File: config.mk
export PLATFORM = sky130hd
export DESIGN_NAME = fb_rect_fill_ctrl
export DESIGN_NICKNAME = d
export VERILOG_FILES = /design/src/rtl/fb_rect_fill_ctrl.sv
export SDC_FILE = /design/constraint.sdc
export NUM_CORES = 1
export LEC_CHECK = 0
export ABC_AREA = 1
export BUFFER_PORTS_ARGS = -buffer_cell sky130_fd_sc_hd__buf_2
export CORE_ASPECT_RATIO = 0.9
export CORE_UTILIZATION = 25
export CTS_BUF_LIST = sky130_fd_sc_hd__clkbuf_2
export CTS_CLUSTER_SIZE = 28
export DETAILED_ROUTE_END_ITERATION = 16
export PLACE_DENSITY = 0.51
export SLEW_MARGIN = 20
export SYNTH_ARGS = -nofsm -noshare
export SYNTH_HDL_FRONTEND = slang
export SYNTH_SLANG_ARGS = --single-unit
File: constraint.sdc
create_clock -name clk -period 9.1 [get_ports clk]
set_clock_uncertainty 0.15 [all_clocks]
set_input_delay 0.91 -clock clk [delete_from_list [all_inputs] [get_ports clk]]
set_output_delay 0.91 -clock clk [all_outputs]
set_load 0.01 [all_outputs]
File: src/rtl/fb_rect_fill_ctrl.sv
// fb_rect_fill_ctrl
//
// Purpose:
//   Takes one rectangle-fill command at a time and turns it into a raster-order
//   stream of single-pixel writes into the 800x480 1-bit framebuffer. The
//   rectangle is clipped to the active area. A command that is empty after
//   clipping completes without any write.
//
// Ports:
//   clk        system clock
//   rst        synchronous reset, active-high
//   cmd_valid  rectangle command present
//   cmd_ready  controller can accept a command (IDLE only)
//   cmd_x0     left column, inclusive (11 bits)
//   cmd_y0     top line, inclusive (11 bits)
//   cmd_x1     right column, inclusive (11 bits)
//   cmd_y1     bottom line, inclusive (11 bits)
//   cmd_color  pixel value to write
//   wr_en      write request to framebuffer
//   wr_addr    write address = y*H_ACTIVE + x
//   wr_data    write data
//   wr_ready   framebuffer accepts the write this cycle
//   busy       command in progress (SETUP, FILL, DONE)
//   done       one-cycle pulse when a command completes
//
// Optional feature macro: FB_FILL_CHECKER_EN
//   Defined   : wr_data = color ^ x[0] ^ y[0] (checkerboard on absolute coordinates)
//   Undefined : wr_data = color for every pixel

module fb_rect_fill_ctrl #(
  parameter int H_ACTIVE = 800,
  parameter int V_ACTIVE = 480,
  parameter int AW       = 19
) (
  input  logic          clk,
  input  logic          rst,
  input  logic          cmd_valid,
  output logic          cmd_ready,
  input  logic [10:0]   cmd_x0,
  input  logic [10:0]   cmd_y0,
  input  logic [10:0]   cmd_x1,
  input  logic [10:0]   cmd_y1,
  input  logic          cmd_color,
  output logic          wr_en,
  output logic [AW-1:0] wr_addr,
  output logic          wr_data,
  input  logic          wr_ready,
  output logic          busy,
  output logic          done
);

  typedef enum logic [1:0] {
    IDLE,
    SETUP,
    FILL,
    DONE
  } state_t;

  localparam logic [10:0]   X_LAST = 11'(H_ACTIVE - 1);
  localparam logic [10:0]   Y_LAST = 11'(V_ACTIVE - 1);
  localparam logic [10:0]   X_LIM  = 11'(H_ACTIVE);
  localparam logic [10:0]   Y_LIM  = 11'(V_ACTIVE);
  localparam logic [AW-1:0] PITCH  = AW'(H_ACTIVE);

  state_t state, state_next;

  logic [10:0]   x0_q, y0_q, x1_q, y1_q;
  logic          color_q;
  logic [10:0]   cx1, cy1;
  logic [10:0]   x, y;
  logic [AW-1:0] row_base;
  logic [AW-1:0] addr;

  logic [10:0]   cx1_clip, cy1_clip;
  logic          empty;
  logic          accept;
  logic          wr_fire;
  logic          last_col;
  logic          last_row;

  // Clipping of the latched corner against the active area, and the
  // empty-command test evaluated in SETUP. A start point outside the
  // active area is treated as empty even though the clipped end would
  // otherwise look valid.
  always_comb begin
    cx1_clip = (x1_q > X_LAST) ? X_LAST : x1_q;
    cy1_clip = (y1_q > Y_LAST) ? Y_LAST : y1_q;
    empty    = (x0_q > cx1_clip) || (y0_q > cy1_clip) ||
               (x0_q >= X_LIM)   || (y0_q >= Y_LIM);
    accept   = cmd_valid && cmd_ready;
    wr_fire  = wr_en && wr_ready;
    last_col = (x == cx1);
    last_row = (y == cy1);
  end

  // State register.
  always_ff @(posedge clk) begin
    if (rst) begin
      state <= IDLE;
    end else begin
      state <= state_next;
    end
  end

  // Next-state and control outputs. Every output is a pure function of the
  // state register, so nothing moves while the framebuffer stalls us.
  always_comb begin
    state_next = state;
    cmd_ready  = 1'b0;
    wr_en      = 1'b0;
    busy       = 1'b1;
    done       = 1'b0;
    case (state)
      IDLE: begin
        cmd_ready = 1'b1;
        busy      = 1'b0;
        if (cmd_valid) begin
          state_next = SETUP;
        end
      end
      SETUP: begin
        state_next = empty ? DONE : FILL;
      end
      FILL: begin
        wr_en = 1'b1;
        if (wr_ready && last_col && last_row) begin
          state_next = DONE;
        end
      end
      DONE: begin
        done       = 1'b1;
        state_next = IDLE;
      end
      default: begin
        state_next = IDLE;
      end
    endcase
  end

  // Command latch and raster walker. row_base is multiplied out at accept
  // time so SETUP only needs an add to form the first address. At a row
  // wrap the next address is built from the new row base directly, so the
  // wrap costs no extra cycle. For an empty command addr is left alone,
  // which keeps wr_addr inside the framebuffer at all times.
  always_ff @(posedge clk) begin
    if (rst) begin
      x0_q     <= '0;
      y0_q     <= '0;
      x1_q     <= '0;
      y1_q     <= '0;
      color_q  <= 1'b0;
      cx1      <= '0;
      cy1      <= '0;
      x        <= '0;
      y        <= '0;
      row_base <= '0;
      addr     <= '0;
    end else begin
      if (accept) begin
        x0_q     <= cmd_x0;
        y0_q     <= cmd_y0;
        x1_q     <= cmd_x1;
        y1_q     <= cmd_y1;
        color_q  <= cmd_color;
        row_base <= AW'(cmd_y0) * PITCH;
      end
      if (state == SETUP) begin
        cx1 <= cx1_clip;
        cy1 <= cy1_clip;
        x   <= x0_q;
        y   <= y0_q;
        if (!empty) begin
          addr <= row_base + AW'(x0_q);
        end
      end
      if (wr_fire) begin
        if (!last_col) begin
          x    <= x + 11'd1;
          addr <= addr + AW'(1);
        end else if (!last_row) begin
          y        <= y + 11'd1;
          x        <= x0_q;
          row_base <= row_base + PITCH;
          addr     <= row_base + PITCH + AW'(x0_q);
        end
      end
    end
  end

  // Write port data path.
  always_comb begin
    wr_addr = addr;
`ifdef FB_FILL_CHECKER_EN
    wr_data = color_q ^ x[0] ^ y[0];
`else
    wr_data = color_q;
`endif
  end

endmodule
-- Word-level counts from Yosys, hierarchy flattened
Index checks and enable logic that the tools add are counted.
- register bits after elaboration: 129
- output and inout port bits: 24
- word-level logic and storage cells: 68
- input port bits: 49
- muxes and demuxes: 27
- multipliers: 1
- $add $sub $neg: 6
- $lt $le $gt $ge: 6
- reductions and logical operators: 9
- equal/unequal tests: 7
- operators with widths (cell ; count):
    $mux W19 ; 9
    $mux W11 ; 10
    $add A19 B11 Y19 ; 2
    $add A11 B1 Y11 const B ; 2
    $eq A11 B11 Y1 ; 2
    $gt A11 B11 Y1 ; 2
    $add A19 B1 Y19 const B ; 1
    $add A19 B10 Y19 const B ; 1
    $mul A11 B5 Y14 const B ; 1
    $ge A11 B10 Y1 const B ; 1
    $ge A11 B9 Y1 const B ; 1
    $gt A11 B10 Y1 const B ; 1
    $gt A11 B9 Y1 const B ; 1
    $pmux W2 S4 ; 1
    $mux W1 ; 5
    $eq A2 B2 Y1 const B ; 2
    $logic_and A1 B1 Y1 ; 4
    $mux W2 ; 2
    $ne A2 B2 Y1 const B ; 2
    $logic_or A1 B1 Y1 ; 3
    $eq A2 B1 Y1 const B ; 1
    $logic_not A2 Y1 ; 1
    $reduce_and A2 Y1 ; 1

-- Depth between registers and ports, before layout
Gate-level depths: netlist (run 1).
- depth in word-level cells: 11
- depth in mapped cells: 20
- gate-level depth less buffers: 19

-- Worst setup path before layout (run 1)
No wires, ideal clock.
- kind: input to register
- from: in cmd_y0[4]
- to: reg row_base[18]
- data arrival time: 3.261 ns
- library setup time: 0.117 ns
- slack: 5.572 ns
- path buffers: 0
- cell stages on the path: 15
- required time: 8.833 ns
- cell sequence: ha_1 -> ha_1 -> inv_1 -> fa_1 -> inv_1 -> ha_1 -> a21oi_1 -> nor2_1 -> nor2_1 -> a21oi_1 -> o21ai_0 -> nand2_1 -> xor2_1 -> a21oi_1 -> nor2_1
- cells in the longest elaborated chain, start to end: 5
- RTL lines (what ; line ; text):
    from (decl) ; 40 ; input logic [10:0] cmd_y0,
    $mul A11 B5 Y14 * ; 165 ; row_base <= AW'(cmd_y0) * PITCH;
    $mux W19 * ; 159 ; if (accept) begin
    $mux W19 ; 180 ; end else if (!last_row) begin
    $mux W19 ; 177 ; if (!last_col) begin
    $mux W19 * ; 176 ; if (wr_fire) begin
    to (signal assigned) ; 165 ;
    to (signal assigned) ; 183 ; row_base <= row_base + PITCH;
    to (decl) ; 71 ; logic [AW-1:0] row_base;
Every way passes the cells marked *; elsewhere a longest branch is shown, timed or not.
A chain may end at the register's enable or synchronous reset.

-- Worst setup path in the final report (run 1)
- from: reg x1_q[6]
- to: reg addr[18], in the netlist wr_addr[18]
- cells in the longest elaborated chain, start to end: 11
- RTL lines (what ; line ; text):
    from (decl) ; 67 ; logic [10:0] x0_q, y0_q, x1_q, y1_q;
    from (signal assigned) ; 162 ; x1_q <= cmd_x1;
    $gt A11 B10 Y1 * ; 86 ; cx1_clip = (x1_q > X_LAST) ? X_LAST : x1_q;
    $mux W11 * ; 86 ;
    via cx1_clip[0] ; 74 ; logic [10:0] cx1_clip, cy1_clip;
    $gt A11 B11 Y1 * ; 88 ; empty = (x0_q > cx1_clip) || (y0_q > cy1_clip) ||
    $logic_or A1 B1 Y1 * (2 in a row) ; 88 ;
    $logic_or A1 B1 Y1 * ; 89 ; (x0_q >= X_LIM) || (y0_q >= Y_LIM);
    $mux W19 * ; 172 ; if (!empty) begin
    $mux W19 * ; 167 ; if (state == SETUP) begin
    $mux W19 ; 180 ;
    $mux W19 ; 177 ;
    $mux W19 * ; 176 ;
    to (signal assigned) ; 173 ; addr <= row_base + AW'(x0_q);
    to (signal assigned) ; 179 ; addr <= addr + AW'(1);
    to (signal assigned) ; 184 ; addr <= row_base + PITCH + AW'(x0_q);
    to (decl) ; 72 ; logic [AW-1:0] addr;
Mark *: on every way through the listed nets, which the timed path passes. The rest lies on a longest branch.

==> results of run 1 <==
[stage by stage]
| stage | power, mW | cell area [um^2] |
|---|---|---|
| floorplan | 2.01 | 9460 |
| global placement | 2.45 | 10200 |
| detailed placement | 2.46 | 10200 |
| CTS | 2.80 | 10400 |
| global route | 3.06 | 10400 |
| finish | 2.78 | 10400 |
[worst max-delay path by stage]
stage                              end  cells past startpoint  slack, ns
after global routing       wr_addr[18]                     16       4.93
after global placement    row_base[18]                     16       5.30
after floorplan           row_base[18]                     15       5.57
after detailed placement  row_base[18]                     16       5.24
after CTS                  wr_addr[18]                     16       5.33
final                      wr_addr[18]                     16       5.36
[flip-flops by register name, summed over array words and instances, names as in the netlist]
name      cells
x1_q         11
wr_data       1
x            11
wr_addr      19
x0_q         11
row_base     19
y0_q         11
cx1          11
y            11
state         2
y1_q         11
cy1          11
[area by class of cell]
| type | count | area (um^2) |
|---|---|---|
| fillers | 4221 | 26800 |
| multi-input cells | 1085 | 6030 |
| flip-flops and latches | 129 | 2580 |
| inverters | 167 | 627 |
| well taps | 483 | 604 |
| repair buffers | 78 | 405 |
| clock inverters | 14 | 110 |
| clock buffers | 17 | 85.1 |
| diodes | 1 | 2.50 |
[layout by cell type (no fill, tap or decap), drive strengths merged, types with 8 or more instances in the layout]
cell type	n
buf	78
clkinv	8
nor3	22
clkbuf	17
ha	78
a31oi	19
nand3	91
or2	11
o211ai	21
dfxtp	129
nor2	181
nand4	18
xor2	46
a21oi	100
nand2	328
o21ai	115
inv	170
xnor2	11
[power breakdown]
group	switching (mW)	leakage, nW	internal, mW	total [mW]
Clock	0.250	0.116	0.0741	0.324
Sequential	0.192	1.06	0.729	0.921
Combinational	1.01	3.73	0.523	1.53
[worst reg2reg max path, cell delays in order (launching register included)]
cell and delay, ns:
dfxtp_1 0.37, or3_1 0.36, a31oi_1 0.28, inv_2 0.12, or2_2 0.31, ha_1 0.28
nand2_1 0.05, nor3_1 0.16, nand2_1 0.07, nand2_1 0.10, nand3_1 0.10, nor2_1 0.78
nand2_1 0.20, nand2_1 0.11, a21oi_1 0.06, nand2_1 0.11, inv_1 0.04
[logic make-up (layout without fill, tap and decap cells)]
family                   count (synthesis)  after routing  share of synthesized area
AO/OA/AOI/OAI                          282            282                      0.169
XOR/XNOR                                57             57                     0.0528
adder cells (fa/ha/maj)                 85             85                      0.118
buffers and inverters                  217            276                     0.0904
flip-flops                             129            129                      0.273
multiplexers                             1              1                    0.00106
other                                    1              4                   0.000397
AND/OR/NAND/NOR                        657            657                      0.295
[metal layers]
metal  share of wire  vias up  track usage  wire length, um
li1                -     4777            -                -
met1            0.54     4169        0.236            15600
met2            0.41      196        0.213            11800
met3           0.045       12       0.0297             1300
met4          0.0066        0       0.0270              191
met5               0        -            0                0
==> out/qor.csv, run 1 <==
stage,metric,value,unit
outcome,status,"complete, but fails checks",
outcome,violations,DRC,
global_routing,grt-ovfl-total,0,
sta,finalHoldViolCount,0,
floorplan,ios,73,
critical_path,ff2ff_path_depth,16,
placed_design,dp_hpwl,21700,um
critical_path,path_max_fanout,13,
critical_path,worst-r2r-setup-slack,5.36,ns
synthesis,synthArstFlopShare,0,
clock_tree,cts_resized,0,
critical_path,cp_cell_sequence,or3_1 -> a31oi_1 -> inv_2 -> or2_2 -> ha_1 -> nand2_1 -> nor3_1 -> nand2_1 -> nand2_1 -> nand3_1 -> nor2_1 -> nand2_1 -> nand2_1 -> a21oi_1 -> nand2_1 -> inv_1,
floorplan,die_h,186,um
clock_tree,cts_tree,yes,
clock_tree,clk_latency,0.78,ns
sta,grt_setup_unrepaired,no,
sta,fmax,267,MHz
critical_path,cp_common_cell,nand2_1,
synthesis,ys_seq_area_frac,0.273,
clock_tree,cts_made_buffers,17,
clock_tree,h-tree-depth,4,
sta,fin_crit_sh,0.411,
placed_design,routabilityCongestion,0.866,
sta,post-route-min-period,3.74,ns
sta,tightest_slew,1.03,ns
clock_tree,post-cts-setup-buffers,0,
power_and_ir_drop,ir_drop,94.6,uV
detailed_routing,vias_per_cell,4.64,
critical_path,slowest_stage,nor2_1,
global_routing,grt_usage,0.151,
synthesis,synthesis.area,9450,um^2
synthesis,synth_area_leader_cell,dfxtp_1,
synthesis,synth_edf_count,0,
global_routing,grt_start_max_net_pins,81,
floorplan,die-area,38600,um^2
detailed_routing,dr_total_vias,9154,
hold_path,holdPathEnd,x1_q[8],
critical_path,reg2reg_from,x1_q[6],
clock_tree,clockRootBuffer,clkbuf_2,
detailed_routing,routed_wl,28800,um
floorplan,rows,67,
synthesis,yosysMostFrequentCell,nand2_1,
synthesis,synth_ff_type,dfxtp_1,
critical_path,critPathRequiredTime,9.62,ns
power_and_ir_drop,power.leakage,4.91,nW
clock_tree,hold_buffers,0,
sta,setup_slack,5.36,ns
critical_path,r2r-end,wr_addr[18],
placed_design,dp_cells,1942,
placed_design,pre_cts_slack,5.24,ns
floorplan,core-area,37200,um^2
layout,finalNonFillerCells,1974,
hold_path,hold_path.class,in -> reg,
synthesis,synth_top_area_frac,0.273,
critical_path,cp-startpoint,x1_q[6],
synthesis,ys_ff_latch,129,
sta,finalSetupViolCount,0,
global_routing,grt_pass1_wl,45900,um
critical_path,slowest_delay,0.78,ns
hold_path,min_from,cmd_x1[8],
critical_path,path_delay_family,simple AND/OR/NAND/NOR gates,
detailed_routing,wl_per_cell,14.6,um
sta,max-slew-margin-rel,0.315,
layout,syn2layout_area_growth,10.5,%
sta,final_max_slew_viol_count,0,
layout,drive_gt1_frac,0.0946,
run,maxCapViolations,0,
power_and_ir_drop,power.density,266,nW/um^2
global_routing,antenna_found_initial,1,
sta,setup_tns,0,ns
critical_path,cp.arrival,4.27,ns
detailed_routing,drc,5,
synthesis,synth_commonest_cells,"nand2_1 (326), nor2_1 (177), inv_1 (161)",
critical_path,path_buf_inv,2,
layout,final_util,0.281,
synthesis,syn_inst,1429,
sta,hold_ws,0.222,ns
synthesis,synth_area_leaders,"dfxtp_1 (27%), nand2_1 (13%), ha_1 (10%)",
critical_path,endpoint_kind,register,
floorplan,die_x,207,um
critical_path,worstSetupPathType,reg -> reg,
critical_path,start_kind,register,
detailed_routing,drtIter0Drc,625,
detailed_routing,drtAntennaViolNets,0,
clock_tree,cts.sinks,129,
synthesis,syn_area_per_cell,6.61,um^2
global_routing,grt_pass1_vias,8442,
clock_tree,cts_buffer_depth,2,
hold_path,hold-path-cell-count,3,
synthesis,ys.warnings.count,0,
floorplan,start_util,0.254,
placed_design,numPortBuffers,72,
detailed_routing,first_pass_iters,11,
layout,nets,1612,
synthesis,yosysUniqueCellTypes,52,
clock_tree,clkTransAtPathRegs,0.23,ns
No activity file was read; power rests on OpenSTA's default activity.
==> inputs of run 2 (changes only) <==
- ABC_AREA: 1 -> 0
- clock period: 9.1 -> 3.6 ns (I/O delays scaled with it)
==> run 2 against run 1 <==
Largest power group unchanged. Die area is 7.0% lower. Sequential power is 130% higher. Critical endpoint is now wr_addr[7]. Area after synthesis is 7.1% lower. Critical path depth is 3 lower. Core utilization is 3.2 points higher. The run now ends clean. Power is 130% higher. Cell count is 14% lower. Routed wire length is 6.1% lower. Setup slack worse by 5.1 ns. Combinational power is 110% higher.
==> out/qor.csv, run 2 <==
stage,metric,value,unit,change
synthesis,synth_ff_type,dfxtp_1,,unchanged
synthesis,synthXorXnorAreaFrac,0.0838,,was 0.0528
power_and_ir_drop,total_power,6.43,mW,was 2.78 mW
sta,setup_tns,0,ns,unchanged
clock_tree,cts_buffer_depth,2,,unchanged
sta,fin_crit_sh,0.929,,was 0.411
synthesis,synth_commonest_cells,"nand2_1 (148), dfxtp_1 (129), nor2_1 (113)",,"was nand2_1 (326), nor2_1 (177), inv_1 (161)"
synthesis,synthesis.area,8780,um^2,was 9450 um^2
detailed_routing,dr_total_vias,8257,,was 9154
critical_path,cp.arrival,3.86,ns,was 4.27 ns
outcome,status,completed,,"was complete, but fails checks"
global_routing,grt_util_met1,0.226,,was 0.236
placed_design,dp_hpwl,20500,um,was 21700 um
global_routing,grt-ovfl-total,0,,unchanged
floorplan,die-area,35900,um^2,was 38600 um^2
power_and_ir_drop,power.leakage,4.46,nW,was 4.91 nW
sta,grt_setup_unrepaired,no,,unchanged
detailed_routing,drtAntennaViolNets,0,,unchanged
clock_tree,clockRootBuffer,clkbuf_2,,unchanged
global_routing,grtUsageMet3,0.0278,,was 0.0297
synthesis,syn_area_per_cell,8.07,um^2,was 6.61 um^2
global_routing,grt_usage,0.154,,was 0.151
detailed_routing,drtIter0Drc,468,,was 625
layout,finalNonFillerCells,1702,,was 1974
clock_tree,clkTransAtPathRegs,0.25,ns,was 0.23 ns
global_routing,grt_start_max_net_pins,77,,was 81
sta,finalSetupViolCount,0,,unchanged
synthesis,ys_seq_area_frac,0.294,,was 0.273
global_routing,antenna_found_initial,0,,was 1
global_routing,grt_pass1_vias,7966,,was 8442
hold_path,hold_path.class,in -> reg,,unchanged
sta,finalHoldViolCount,0,,unchanged
sta,max-slew-margin-rel,0.517,,was 0.315
floorplan,start_util,0.256,,was 0.254
placed_design,place_area,9750,um^2,was 10200 um^2
layout,final_cell_mix,"nand2_1 (146), dfxtp_1 (129), nor2_1 (113), a21oi_1 (86), ha_1 (78)",,"was nand2_1 (325), nor2_1 (177), inv_1 (160), dfxtp_1 (129), o21ai_0 (106)"
sta,post-route-min-period,3.34,ns,was 3.74 ns
synthesis,synthArstFlopShare,0,,unchanged
synthesis,synthAdderAreaFrac,0.127,,was 0.118
clock_tree,cts_made_buffers,17,,unchanged
floorplan,core-area,34300,um^2,was 37200 um^2
floorplan,ios,73,,unchanged
detailed_routing,drc,0,,was 5
detailed_routing,routed_wl,27100,um,was 28800 um
sta,final_max_slew_viol_count,0,,unchanged
synthesis,yosysMostFrequentCell,nand2_1,,unchanged
critical_path,start_kind,register,,unchanged
synthesis,synth_top_area_frac,0.294,,was 0.273
layout,nets,1361,,was 1612
global_routing,top_usage_layer,met2,,was met1
layout,final_common_cell,nand2_1,,unchanged
synthesis,synth_compound_area_frac,0.212,,was 0.169
clock_tree,cts_tree,yes,,unchanged
floorplan,die_x,200,um,was 207 um
floorplan,rows,64,,was 67
run,maxCapViolations,0,,unchanged
detailed_routing,first_pass_iters,5,,was 11
layout,final_util,0.312,,was 0.281
critical_path,path_max_fanout,21,,was 13
synthesis,ys_ff_latch,129,,unchanged
clock_tree,h-tree-depth,4,,unchanged
placed_design,pre_cts_slack,0.105,ns,was 5.24 ns
floorplan,die_h,180,um,was 186 um
layout,fin_area,10700,um^2,was 10400 um^2
synthesis,muxShareOfSynthArea,0.0165,,was 0.00106
detailed_routing,wl_per_cell,15.9,um,was 14.6 um
placed_design,numPortBuffers,72,,unchanged
global_routing,grt_use_met2,0.231,,was 0.213
sta,setup_slack,0.256,ns,was 5.36 ns
clock_tree,clk_latency,0.77,ns,was 0.78 ns
synthesis,syn_inst,1088,,was 1429
synthesis,synth_area_leaders,"dfxtp_1 (29%), ha_1 (11%), nand2_1 (6.3%)",,"was dfxtp_1 (27%), nand2_1 (13%), ha_1 (10%)"
layout,antenna_cells,0,,was 1
sta,tightest_slew,0.725,ns,was 1.03 ns
critical_path,endpoint_kind,register,,unchanged
synthesis,synth_area_leader_cell,dfxtp_1,,unchanged
synthesis,yosysUniqueCellTypes,78,,was 52
placed_design,routabilityCongestion,0.866,,about the same
synthesis,synth_edf_count,0,,unchanged
layout,syn2layout_area_growth,21.9,%,was 10.5%
synthesis,synth_top_family_by_area,simple AND/OR/NAND/NOR gates,,unchanged
critical_path,worstSetupPathType,reg -> reg,,unchanged
global_routing,grt_pass1_wl,43400,um,was 45900 um
clock_tree,cts.sinks,129,,unchanged
placed_design,dp_cells,1603,,was 1942
power_and_ir_drop,ir_drop,215,uV,was 94.6 uV
power_and_ir_drop,power.density,600,nW/um^2,was 266 nW/um^2
sta,fmax,299,MHz,was 267 MHz
synthesis,yosys.area_share.simple,0.222,,was 0.295
detailed_routing,vias_per_cell,4.85,,was 4.64
layout,fill_cells,3716,,was 4221
sta,hold_ws,0.187,ns,was 0.222 ns
synthesis,ys.warnings.count,0,,unchanged
critical_path,critPathRequiredTime,4.12,ns,was 9.62 ns
layout,drive_gt1_frac,0.137,,was 0.0946
clock_tree,post-cts-setup-buffers,0,,unchanged
run 2: final timing paths:
path	startpoint	end	slack [ns]	depth (start not counted)
max	x1_q[6]	wr_addr[7]	0.26	13
min	cmd_x0[7]	x0_q[7]	0.19	4
max reg2reg	x1_q[6]	wr_addr[7]	0.26	13
min reg2reg	wr_data	wr_data	0.32	2
run 2: cells by family after synthesis:
kind of cell / Yosys count
xor+xnor: 84
other cells: 1
simple gates: 412
flops: 129
mux: 14
fa+ha+maj: 85
compound gates: 267
buf+inv: 96
run 2: repair_timing:
action,in CTS,in global routing
hold endpoints to repair,73,0
hold buffers,67,0
endpoints found under the setup margin,0,6
resized for setup,0,2
run 2: worst max-delay path: stages (launching register included):
cell and delay [ns]:
dfxtp_1 0.38, o311ai_1 0.34, nor2b_1 0.26, nand2_1 0.09
ha_1 0.29, a211oi_1 0.23, nor2_1 0.08, nor3b_2 0.19
a221oi_2 0.12, a2111oi_4 0.29, buf_12 0.23, mux2_2 0.35
a22oi_1 0.17, a21oi_1 0.08
run 2: layout make-up:
cell class / count / area (um^2) / share of cell area
Multi-Input combinational cell: 865 / 5820 / 0.544
Tap cell: 462 / 578 / 0.0540
Timing Repair Buffer: 166 / 1260 / 0.118
Inverter: 48 / 180 / 0.0168
Sequential cell: 129 / 2580 / 0.241
Clock inverter: 15 / 196 / 0.0184
Clock buffer: 17 / 85.1 / 0.00795
run 2: per-layer routing:
metal	up-vias	wire length, um
li1	4165	-
met1	3886	13800
met2	183	11700
met3	23	1270
met4	0	304
met5	-	0
run 2: power by group:
part	total [mW]	switching, mW	internal (mW)
Clock	1.07	0.657	0.413
Combinational	3.23	1.94	1.29
Sequential	2.12	0.399	1.72
